## config.mk

```make
export PLATFORM = sky130hd
export DESIGN_NAME = srff_count_ctrl_flat
export DESIGN_NICKNAME = d
export VERILOG_FILES = /design/src/rtl/srff_count_ctrl_pkg.sv /design/src/rtl/srff_count_ctrl_if.sv /design/src/rtl/srff_count_ctrl_srff_ar.sv /design/src/rtl/srff_count_ctrl.sv /design/src/flat_wrapper.sv
export SDC_FILE = /design/constraint.sdc
export NUM_CORES = 1
export LEC_CHECK = 0
export ABC_AREA = 1
export CELL_PAD_IN_SITES_DETAIL_PLACEMENT = 2
export CELL_PAD_IN_SITES_GLOBAL_PLACEMENT = 2
export CORE_ASPECT_RATIO = 0.6
export CORE_MARGIN = 1.5
export CORE_UTILIZATION = 32
export CTS_CLUSTER_SIZE = 28
export DETAILED_ROUTE_END_ITERATION = 6
export PLACE_DENSITY_LB_ADDON = 0.1
export SLEW_MARGIN = 20
export SYNTH_ARGS = -nofsm -noshare
export SYNTH_HDL_FRONTEND = slang
export SYNTH_SLANG_ARGS = --single-unit
```

## constraint.sdc

```tcl
create_clock -name clk -period 3.1 [get_ports clk]
set_input_delay 0.31 -clock clk [delete_from_list [all_inputs] [get_ports clk]]
set_output_delay 0.31 -clock clk [all_outputs]
set_load 0.01 [all_outputs]
```

## src/rtl/srff_count_ctrl_pkg.sv

```systemverilog
// +----------------------------------------------------------------------------
// | srff_ctrl_pkg : shared types and opcodes for the SR-bank counter controller
// | Rev 1.0
// +----------------------------------------------------------------------------
`default_nettype none

package srff_ctrl_pkg;

  typedef enum logic [1:0] {
    IDLE   = 2'd0,
    LOAD   = 2'd1,
    RUN_UP = 2'd2,
    RUN_DN = 2'd3
  } state_t;

  typedef logic [1:0] op_t;

  localparam op_t OP_STOP = 2'b00;
  localparam op_t OP_LOAD = 2'b01;
  localparam op_t OP_UP   = 2'b10;
  localparam op_t OP_DN   = 2'b11;

  // Every accepted command selects the same destination state regardless of
  // which state accepted it; repeating the current run direction is a no-op.
  function automatic state_t cmd_to_state(input op_t op);
    state_t st;
    st = IDLE;
    case (op)
      OP_LOAD: st = LOAD;
      OP_UP:   st = RUN_UP;
      OP_DN:   st = RUN_DN;
      default: st = IDLE;
    endcase
    return st;
  endfunction

endpackage

`default_nettype wire

```

## src/rtl/srff_count_ctrl_if.sv

```systemverilog
// +----------------------------------------------------------------------------
// | srff_count_ctrl_if : valid/ready command channel for the SR counter
// | Rev 1.0
// +----------------------------------------------------------------------------
`default_nettype none

interface srff_count_ctrl_if
  import srff_ctrl_pkg::*;
#(
  parameter int WIDTH = 4
) ();

  logic             cmd_valid;
  logic             cmd_ready;
  op_t              cmd_op;
  logic [WIDTH-1:0] cmd_data;

  modport master (
    output cmd_valid,
    output cmd_op,
    output cmd_data,
    input  cmd_ready
  );

  modport slave (
    input  cmd_valid,
    input  cmd_op,
    input  cmd_data,
    output cmd_ready
  );

endinterface

`default_nettype wire

```

## src/rtl/srff_count_ctrl_srff_ar.sv

```systemverilog
// +----------------------------------------------------------------------------
// | srff_ar : single SR flip-flop, asynchronous active-low reset to 0
// | Rev 1.0
// +----------------------------------------------------------------------------
`default_nettype none

module srff_ar (
  input  logic clk,
  input  logic rst_n,
  input  logic s,
  input  logic r,
  output logic q
);

  always_ff @(posedge clk or negedge rst_n) begin
    if (!rst_n) begin
      q <= 1'b0;
    end else begin
      case ({s, r})
        2'b10:   q <= 1'b1;
        2'b01:   q <= 1'b0;
        2'b11:   q <= 1'bx;
        default: q <= q;
      endcase
    end
  end

endmodule

`default_nettype wire

```

## src/rtl/srff_count_ctrl.sv

```systemverilog
// +----------------------------------------------------------------------------
// | srff_count_ctrl : loadable modulo up/down counter built on an SR flip-flop bank
// | Rev 1.0
// +----------------------------------------------------------------------------
`default_nettype none

module srff_count_ctrl
  import srff_ctrl_pkg::*;
#(
  parameter int WIDTH  = 4,
  parameter int MODULO = 10
) (
  input  logic             clk,
  input  logic             rst_n,
  srff_count_ctrl_if.slave cmd,
  output logic [WIDTH-1:0] q,
  output logic             busy,
  output logic             wrap,
  output logic             sr_err
);

  // Compared one bit wider so MODULO == 2**WIDTH is representable.
  localparam logic [WIDTH-1:0] c_top = WIDTH'(MODULO - 1);
  localparam logic [WIDTH:0]   c_mod = (WIDTH + 1)'(MODULO);

  state_t           r_state;
  state_t           w_state_nxt;
  logic [WIDTH-1:0] w_q;
  logic [WIDTH-1:0] w_nxt;
  logic [WIDTH-1:0] w_up;
  logic [WIDTH-1:0] w_dn;
  logic [WIDTH-1:0] w_s;
  logic [WIDTH-1:0] w_r;
  logic [WIDTH-1:0] r_load;
  logic [WIDTH-1:0] w_load_sat;
  logic             w_ready;
  logic             w_accept;
  logic             w_wrap_nxt;
  logic             r_wrap;
  logic             r_sr_err;

  assign w_ready    = (r_state != LOAD);
  assign w_accept   = cmd.cmd_valid & w_ready;
  assign w_load_sat = ({1'b0, cmd.cmd_data} >= c_mod) ? c_top : cmd.cmd_data;

  assign w_up = (w_q == c_top)     ? '0    : w_q + WIDTH'(1);
  assign w_dn = (w_q == '0)        ? c_top : w_q - WIDTH'(1);

  always_ff @(posedge clk or negedge rst_n) begin
    if (!rst_n) begin
      r_state <= IDLE;
    end else begin
      r_state <= w_state_nxt;
    end
  end

  always_comb begin
    w_state_nxt = r_state;
    w_nxt       = w_q;
    w_wrap_nxt  = 1'b0;
    case (r_state)
      IDLE: begin
        w_nxt = w_q;
      end
      LOAD: begin
        w_nxt       = r_load;
        w_state_nxt = IDLE;
      end
      RUN_UP: begin
        w_nxt      = w_up;
        w_wrap_nxt = (w_q == c_top);
      end
      RUN_DN: begin
        w_nxt      = w_dn;
        w_wrap_nxt = (w_q == '0);
      end
      default: begin
        w_state_nxt = IDLE;
      end
    endcase
    // The accepting edge still performs the current state's step above.
    if (w_accept) begin
      w_state_nxt = cmd_to_state(cmd.cmd_op);
    end
  end

  always_ff @(posedge clk or negedge rst_n) begin
    if (!rst_n) begin
      r_load <= '0;
    end else if (w_accept && (cmd.cmd_op == OP_LOAD)) begin
      r_load <= w_load_sat;
    end
  end

  // Drive only the bits that change; hold is s = r = 0.
  assign w_s = w_nxt & ~w_q;
  assign w_r = ~w_nxt & w_q;

  generate
    for (genvar i = 0; i < WIDTH; i++) begin : g_bank
      srff_ar u_srff (
        .clk   (clk),
        .rst_n (rst_n),
        .s     (w_s[i]),
        .r     (w_r[i]),
        .q     (w_q[i])
      );
    end
  endgenerate

  always_ff @(posedge clk or negedge rst_n) begin
    if (!rst_n) begin
      r_wrap   <= 1'b0;
      r_sr_err <= 1'b0;
    end else begin
      r_wrap   <= w_wrap_nxt;
      r_sr_err <= r_sr_err | (|(w_s & w_r));
    end
  end

  assign cmd.cmd_ready = w_ready;
  assign q             = w_q;
  assign busy          = (r_state != IDLE);
  assign wrap          = r_wrap;
  assign sr_err        = r_sr_err;

endmodule

`default_nettype wire
```

## src/flat_wrapper.sv

```systemverilog
// flat-port wrapper written by rule: the top's interface ports become plain ports
module srff_count_ctrl_flat import srff_ctrl_pkg::*;
#(
  parameter int WIDTH  = 4,
  parameter int MODULO = 10
)
  (clk, rst_n, q, busy, wrap, sr_err, cmd_cmd_valid, cmd_cmd_op, cmd_cmd_data, cmd_cmd_ready);
  srff_count_ctrl_if #(.WIDTH(WIDTH)) cmd_i ();
  input  logic clk;
  input  logic rst_n;
  output logic [WIDTH-1:0] q;
  output logic busy;
  output logic wrap;
  output logic sr_err;
  input wire logic [$bits(cmd_i.cmd_valid)-1:0] cmd_cmd_valid;
  input wire logic [$bits(cmd_i.cmd_op)-1:0] cmd_cmd_op;
  input wire logic [$bits(cmd_i.cmd_data)-1:0] cmd_cmd_data;
  output wire logic [$bits(cmd_i.cmd_ready)-1:0] cmd_cmd_ready;
  assign cmd_i.cmd_valid = cmd_cmd_valid;
  assign cmd_i.cmd_op = cmd_cmd_op;
  assign cmd_i.cmd_data = cmd_cmd_data;
  assign cmd_cmd_ready = cmd_i.cmd_ready;
  srff_count_ctrl #(.WIDTH(WIDTH), .MODULO(MODULO)) u_core (.clk(clk), .rst_n(rst_n), .cmd(cmd_i), .q(q), .busy(busy), .wrap(wrap), .sr_err(sr_err));
endmodule
```

; ---- Yosys cells after proc, flatten, opt, wreduce, memory -nomap -nowiden
; Cells that the tools add are included.
[word_totals]
elab_cells = 60
regBits = 12
out_inout_bits = 8
in_bits = 9
[classes]
mux = 12
magnitude_cmp = 1
bitwise_logic = 7
n_addsub = 2
n_reduce_logical = 10
n_eq_ne = 20
[ops]
columns = op, count
row1 = "2-bit == test, second input constant", 12
row2 = 4-bit case mux with 4 select lines, 1
row3 = 4-bit bitwise AND, 3
row4 = "2-bit by 1-bit == test with 1-bit output, second input constant", 6
row5 = 4-bit two-way mux, 3
row6 = 3-bit nonzero test, 4
row7 = 1-bit case mux with 2 select lines, 5
row8 = 4-bit inverter, 2
row9 = 2-bit case mux with 3 select lines, 1
row10 = "4-bit by 1-bit adder with 4-bit output, second input constant", 1
row11 = "4-bit == test, second input constant", 1
row12 = "4-bit >= comparator, second input constant", 1
row13 = 4-bit logical NOT, 1
row14 = 2-bit two-way mux, 2
row15 = 2-bit nonzero test, 2
row16 = 4-bit OR reduction, 1
row17 = "4-bit by 1-bit subtractor with 4-bit output, second input constant", 1
row18 = 2-bit logical NOT, 1
row19 = "2-bit by 1-bit != test with 1-bit output, second input constant", 1
row20 = 1-bit bitwise AND, 1
row21 = 1-bit logical AND, 1
row22 = 1-bit OR, 1

; ---- Depth between registers and ports, before layout
; Gate-level depths: netlist of the first run.
[logic_depth]
ltp_word = 8
depth_mapped = 12
ltp_nobuf = 12

; ---- By module
; From an unflattened synthesis of the first run, not the netlist that was laid out.
[hier_totals]
hier_cells = 116
hier_area_um2 = 823.3
[by_module_without_submodules]
columns = mod, area_each_um2, seq_area_each_um2, cells_each, n_inst
row1 = srff_count_ctrl, 663.1, 200.2, 96, 1
row2 = srff_ar, 40.0, 25.0, 5, 4

; ---- Worst setup path before layout of the first run
; OpenSTA, ideal clock, no wires.
[synth_timing]
path_kind = reg2reg
start = register u_core.g_bank[0].u_srff.q
end = register u_core.g_bank[2].u_srff.q
arrival_ns = 1.664
setup_ns = 0.126
n_path_buf = 0
setup_slack_ns = 1.310
stages_incl_launch_ff = 12
period_less_slack_ns = 1.790
required_ns = 2.974
cell_sequence = dfrtp_1 inv_1 ha_1 nand3_1 o21ai_0 nand2_1 nand3_1 nand2_1 inv_1 ha_1 nand2_1 o21ai_0
[synth_via]
elab_chain_cells = 7
word_cells_on_any_way = 15
cone_classes = 2 x add/sub / 4 x eq/ne / 4 x mux / 3 x bitwise / 2 x reduce/logical
[synth_rtl]
columns = item, line
row1 = start: declaration, srff_count_ctrl_srff_ar.sv:12  ; output logic q
row2 = start signal: assignment, srff_count_ctrl_srff_ar.sv:23  ; default: q <= q;
row3 = 4-bit by 1-bit subtractor with 4-bit output (tied with other cells), srff_count_ctrl.sv:47  ; assign w_dn = (w_q == '0) ? c_top : w_q - WIDTH'(1);
row4 = 4-bit two-way mux (on tied branches), "srff_count_ctrl.sv:47, srff_count_ctrl.sv:46"
row5 = 4-bit case mux with 4 select lines *, srff_count_ctrl.sv:61  ; case (r_state)
row6 = 4-bit inverter, srff_count_ctrl.sv:97  ; assign w_r = ~w_nxt & w_q;
row7 = 4-bit bitwise AND, srff_count_ctrl.sv:97
row8 = 2-bit by 1-bit == test with 1-bit output or 2-bit == test (tied branches), srff_count_ctrl_srff_ar.sv:19  ; case ({s, r})
row9 = 1-bit case mux with 2 select lines or 3-bit nonzero test (tied branches), -
row10 = end signal: assignment, srff_count_ctrl_srff_ar.sv:23
row11 = end: declaration, srff_count_ctrl_srff_ar.sv:12
; Every way passes the cells marked *; elsewhere a longest branch is shown, timed or not.
; A chain may end at the register's enable or synchronous reset.

; ---- Worst setup path in the final report of the first run
; Ends and elaborated chain as after synthesis.

==> results of run 1 <==
logic make-up after synthesis:
family / Yosys count / share of synthesized area
compound gates: 19 / 0.113
xor+xnor: 1 / 0.00886
fa+ha+maj: 15 / 0.190
buf+inv: 24 / 0.109
flops: 12 / 0.304
simple gates: 56 / 0.276
sequential cells by signal, summed over array words and instances (netlist names):
signal                  flops
u_core.r_load               4
u_core.wrap                 1
u_core.g_bank.u_srff.q      4
u_core.sr_err               1
u_core.r_state              2
stage by stage:
step | utilization | area [sq um] | worst slack (ns)
2_1_floorplan | - | 988 | 1.31
3_3_place_gp | 0.401 | 1170 | 1.03
3_5_place_dp | 0.401 | 1170 | 0.964
4_1_cts | 0.415 | 1210 | 0.947
5_1_grt | 0.415 | 1210 | 0.719
6_report | 0.415 | 1210 | 0.959
final timing paths:
kind                                           start                   endpoint  slack [ns]  cells after the start
setup reg to reg           u_core.g_bank[0].u_srff.q  u_core.g_bank[2].u_srff.q        0.96                     11
setup / recovery           u_core.g_bank[0].u_srff.q  u_core.g_bank[2].u_srff.q        0.96                     11
max in group asynchronous                      rst_n           u_core.r_load[1]        2.27                      1
min in group clk                    u_core.r_load[0]           u_core.r_load[0]        0.48                      2
hold reg to reg                     u_core.r_load[0]           u_core.r_load[0]        0.48                      2
hold / removal                                 rst_n  u_core.g_bank[2].u_srff.q        0.44                      1
per-layer routing:
layer,vias to the layer above,part of all wire,wire [um]
met5,-,0,0
met4,0,0.0029,8
met3,2,0.048,131
met2,16,0.42,1130
met1,413,0.53,1440
li1,432,-,-
area by class of cell:
type	count	area (sq um)	share of cell area
Multi-Input combinational cell	91	581	0.481
Sequential cell	12	300	0.249
Timing Repair Buffer	16	160	0.133
Inverter	19	72.6	0.0601
Tap cell	42	52.6	0.0435
Clock buffer	3	41.3	0.0342
report_power, final:
part | internal (W) | switching, W
sequential | 0.000200 | 0.0000957
combinational | 0.000202 | 0.000275
clock | 0.0000858 | 0.0000598
total | 0.000488 | 0.000431
cells in the final DEF (no fill, tap or decap), drive strengths merged:
cell type      netlist  layout
o31ai                1       1
inv                 18      18
o21a                 1       1
o211ai               1       1
or2                  1       1
a21oi                1       1
nor2                 4       4
o21ai               14      14
ha                  15      15
clkdlybuf4s50        0      16
nand2               38      38
o22ai                1       1
clkbuf               0       3
clkinv               1       1
dfrtp               12      12
nand3               10      10
xor2                 1       1
nand4                3       3
==> results.tsv, run 1 <==
stage	metric	value	unit
status	outcome	completed	
worst_setup_path	CP peak stage delay	0.55	ns
route	wire length per cell	14.8	um
worst_setup_path	Slowest cell on crit path	dfrtp_1	
clock_network	cts hold-fix bufs	0	
worst_setup_path	Worst EP required	3.22	ns
clock_network	htree depth	1	
synth	Seq cells post-synth	12	
worst_setup_path	CP Launch Type	flip-flop	
die	DIE HEIGHT	46.1	um
die	initial core utilization	0.340	
die	core area	2910	sq um
synth	Yosys top cell area share	0.304	
min_path	worst hold path type	input port to async pin	
clock_network	CTS tree	yes	
global_route	first-pass GRT wire length	4570	um
clock_network	CTS Sinks	12	
place	I/O Buffers	16	
final_layout	nets	167	
worst_setup_path	crit path cell chain	inv_1, ha_1, nand3_1, o21ai_0, nand2_1, nand3_1, nand2_1, inv_1, ha_1, nand2_1, o21ai_0	
timing	fin crit period	2.14	ns
clock_network	Worst-Skew Late Latency	0.24	ns
pwr	Worst VDD drop	0.352	mV
place	placed cells	180	
route	Via Count	863	
timing	final hold violations	0	
clock_network	post-CTS sizing	0	
timing	WHS	0.444	ns
worst_setup_path	critical path type	flip-flop to flip-flop	
timing	Slew headroom	0.603	
route	DRT Wirelength	2720	um
worst_setup_path	worst path bufs/invs	2	
die	FP Rows	15	
global_route	met1 Usage GRT	0.273	
worst_setup_path	CP max FO	10	
synth	Most used DFF post-synth	dfrtp_1	
global_route	initial antenna violation count	0	
global_route	all-layer global routing usage	0.188	
synth	sequential element share of the synthesized area	0.304	
synth	Post-synth EDFFs	0	
synth	most frequent cell after synthesis	nand2_1	
route	initial DRC count	29	
timing	setup TNS	0	ns
timing	FMAX	0.467	GHz
worst_setup_path	Crit path max-delay family	adder cells	
synth	Synth cell types	25	
worst_setup_path	Worst setup EP type	flip-flop	
pwr	Final Power	0.000918	W
clock_network	setup bufs post-CTS	0	
global_route	met3 GRT Util	0.0547	
route	DRC viols	0	
global_route	gr busiest metal	met2	
timing	RSZ-0062 raised after global routing	false	
final_layout	share of layout cells above drive strength 1	0.135	
die	Die X	74.8	um
clock_network	Worst-path clk slew	0.06	ns
synth	top cells by count, synth	nand2_1, ha_1, dfrtp_1, inv_1	
timing	Final Max Slew Viols	0	
run	Max-cap violations	0	
clock_network	Root Buffer	clkbuf_8	
synth	Synth warnings	0	
place	placer congestion estimate	0.746	
worst_setup_path	CP Data Arrival Time	2.26	ns
worst_setup_path	most frequent CP cell	nand2_1	
pwr	pwr dens	760	nW/um^2
final_layout	# diodes	0	
global_route	largest net degree at the start of global routing	13	
final_layout	Area Overhead vs Synth	22.2	%
clock_network	Clock Path Buffers	2	
route	vias per cell	4.72	
timing	Slew @ Worst Pin	0.593	ns
synth	ranking of synthesized cells by area	dfrtp_1, ha_1, nand2_1	
synth	top cell type by total area after synthesis	dfrtp_1	
final_layout	fill count	339	
timing	# setup viols final	0	
final_layout	Final Instance Count excl. Fillers	183	
global_route	grt total ovfl	0	
timing	final period utilization	0.691	
synth	Post-Synthesis Cell Area	988	sq um
pwr	Lkg Pwr	0.605	nW
synth	cells after synthesis	127	
route	Final ANT Viol Nets	0	
route	DR pass1 iterations	4	
place	hpwl dp	2230	um
global_route	vias in the first global route	877	
clock_network	Num CTS Buffers	3	
die	Ports	17	
synth	Post-synth ARST share	1.00	
die	DIE AREA	3440	sq um
timing	clk_skew	0.00422	ns
synth	syn_area_per_cell	7.78	sq um
synth	Syn Nets	151	
global_route	met2 GRT Util	0.288	
Note: power is estimated with default switching activity, not from simulation.
==> inputs of run 2 (changes only) <==
--- a/config.mk
+++ b/config.mk
@@ -10,7 +10,7 @@
 export CELL_PAD_IN_SITES_GLOBAL_PLACEMENT = 2
 export CORE_ASPECT_RATIO = 0.6
 export CORE_MARGIN = 1.5
-export CORE_UTILIZATION = 32
+export CORE_UTILIZATION = 27
 export CTS_CLUSTER_SIZE = 28
 export DETAILED_ROUTE_END_ITERATION = 6
 export PLACE_DENSITY_LB_ADDON = 0.1
==> constraint.sdc (replaced) <==
create_clock -name clk -period 1.75 [get_ports clk]
set_input_delay 0.175 -clock clk [delete_from_list [all_inputs] [get_ports clk]]
set_output_delay 0.175 -clock clk [all_outputs]
set_load 0.01 [all_outputs]
==> run 2 against run 1 <==
Compared with the run above: register-to-register slack worse by 0.91 ns; via count rose by 12%; combinational power rose to 3.2 times the previous value; design area grew 27%; total power increased to 2.5 times the previous value; die area increased by 17%; sequential cell count unchanged; maximum frequency up 25%; critical path depth unchanged; clock skew fell by 0.0025 ns; wire length is 23% higher; largest cell class unchanged.
==> results.tsv, run 2 (synthesis gave the netlist of run 1 again) <==
stage	metric	value	unit
status	outcome	completed	
final_layout	post-route design area	1540	sq um
worst_setup_path	Worst setup EP type	flip-flop	
clock_network	Clock Path Buffers	2	
worst_setup_path	RR Startpoint	u_core.g_bank[1].u_srff.q	
final_layout	most frequent cells in the layout	nand2_1, clkdlybuf4s50_1, buf_4	
worst_setup_path	R2R cell count	11	
final_layout	fill count	363	
route	DR pass1 iterations	4	
worst_setup_path	CP Launch Type	flip-flop	
place	Setup WS pre-CTS	-0.0922	ns
final_layout	final core utilization	0.454	
route	initial DRC count	35	
pwr	Reg power frac	0.215	
clock_network	CTS Sinks	12	
clock_network	Root Buffer	clkbuf_8	
clock_network	Worst-Skew Late Latency	0.25	ns
global_route	first-pass GRT wire length	5150	um
final_layout	commonest non-fill, non-tap cell in the layout	nand2_1	
clock_network	cts hold-fix bufs	0	
final_layout	share of layout cells above drive strength 1	0.406	
worst_setup_path	critical path type	flip-flop to flip-flop	
die	FP Rows	16	
die	Die X	81.1	um
worst_setup_path	CP endpoint	u_core.sr_err	
timing	fin crit period	1.71	ns
die	DIE AREA	4040	sq um
global_route	vias in the first global route	1062	
worst_setup_path	critical path startpoint	u_core.g_bank[1].u_srff.q	
timing	Slew @ Worst Pin	0.271	ns
pwr	switching power	0.00103	W
pwr	part of the power in the clock network	0.136	
timing	final period utilization	0.975	
global_route	initial antenna violation count	0	
place	placer congestion estimate	0.754	
timing	RSZ-0062 raised after global routing	true	
timing	clk_skew	0.00169	ns
place	I/O Buffers	16	
route	Final ANT Viol Nets	0	
final_layout	nets	185	
worst_setup_path	CP Data Arrival Time	1.82	ns
worst_setup_path	Critical R2R Capture	u_core.sr_err	
clock_network	Worst-path clk slew	0.06	ns
global_route	all-layer global routing usage	0.177	
route	wire length per cell	16.2	um
timing	Final Max Slew Viols	0	
die	core area	3380	sq um
pwr	combinational power share	0.649	
pwr	pwr dens	1510	nW/um^2
final_layout	# diodes	0	
worst_setup_path	CP max FO	3	
timing	FMAX	0.586	GHz
timing	WHS	0.235	ns
die	DIE HEIGHT	49.9	um
route	vias per cell	4.70	
place	hpwl dp	2550	um
global_route	largest net degree at the start of global routing	13	
route	DRC viols	0	
route	DRT Wirelength	3330	um
place	placed instance area	1300	sq um
pwr	Lkg Pwr	0.714	nW
pwr	Int Pwr	0.00130	W
final_layout	Area Overhead vs Synth	55.4	%
clock_network	CTS tree	yes	
die	Ports	17	
worst_setup_path	flop-to-flop setup slack	0.04	ns
die	initial core utilization	0.292	
run	Max-cap violations	0	
worst_setup_path	Worst EP required	1.87	ns
timing	Slew headroom	0.817	
global_route	grt total ovfl	0	
min_path	worst hold path type	input port to async pin	
final_layout	top flop regs	u_core.g_bank.u_srff.q x4, u_core.r_load x4, u_core.r_state x2	
route	Via Count	963	
timing	worst setup margin	0.0440	ns
timing	# setup viols final	0	
clock_network	htree depth	1	
pwr	Net Sw Frac	0.442	
clock_network	Num CTS Buffers	3	
timing	final hold violations	0	
timing	setup TNS	0	ns
pwr	Worst VDD drop	0.640	mV
## run 2: cell types whose count changed in the layout (fill, tap and decap cells not counted), moves of 4 or more
| cell | previous run | this run |
|---|---|---|
| ha_4 | 0 | 7 |
| o21ai_1 | 4 | 8 |
| inv_1 | 12 | 8 |
| ha_1 | 15 | 7 |
| buf_4 | 0 | 14 |
| buf_6 | 0 | 4 |
| dfrtp_1 | 12 | 7 |
| o21ai_0 | 8 | 3 |
| dfrtp_2 | 0 | 5 |
| nand3_1 | 8 | 4 |
## run 2: repair_timing
action                     in CTS  in global routing
setup endpoints to repair       6                  7
buffers inserted                1                  1
pin swaps                       6                 20
gates resized for setup        15                 28
## run 2: how the worst min path moves through the flow
stage / depth (start not counted) / end / startpoint / slack (ns)
after floorplan: 0 / u_core.g_bank[0].u_srff.q / rst_n / -0.12
after global placement: 2 / u_core.sr_err / u_core.sr_err / 0.46
after detailed placement: 2 / u_core.r_load[0] / u_core.r_load[0] / 0.48
after CTS: 2 / u_core.g_bank[1].u_srff.q / rst_n / 0.24
after global routing: 2 / u_core.g_bank[0].u_srff.q / rst_n / 0.25
final: 2 / u_core.g_bank[0].u_srff.q / rst_n / 0.24
## run 2: cell type report
cell class	instances	area (sq um)	area share
clock buffers	4	55.1	0.0358
flip-flops and latches	12	307	0.200
inverters	19	75.1	0.0489
repair buffers	34	315	0.205
well taps	45	56.3	0.0366
multi-input cells	91	728	0.474
## run 2: metal layers
metal	GRT usage	vias up	part of all wire
li1	-	473	-
met1	0.224	473	0.49
met2	0.299	12	0.48
met3	0.0463	5	0.024
met4	0.0431	0	0.011
met5	0	-	0
## run 2: stage by stage
step / total power, W / std cells
2_1_floorplan: 0.00110 / 127
3_3_place_gp: 0.00155 / 200
3_5_place_dp: 0.00161 / 200
4_1_cts: 0.00207 / 205
5_1_grt: 0.00253 / 205
6_report: 0.00233 / 205
## run 2: power groups by stage
stage	logic, W	clock network [W]	registers, W
2_1_floorplan	0.000638	0	0.000463
6_report	0.00151	0.000316	0.000499
3_5_place_dp	0.00114	0	0.000468
3_3_place_gp	0.00108	0	0.000464
5_1_grt	0.00168	0.000335	0.000517
4_1_cts	0.00125	0.000331	0.000481
## run 2: worst max-delay path, stage by stage, from the launching register on
cell	delay, ns
dfrtp_2	0.43
buf_6	0.15
buf_6	0.11
nand4_1	0.08
nand2_1	0.08
nand2_1	0.10
nand3_2	0.07
nand2_2	0.09
inv_2	0.05
ha_4	0.15
a21oi_2	0.14
nand4_1	0.12
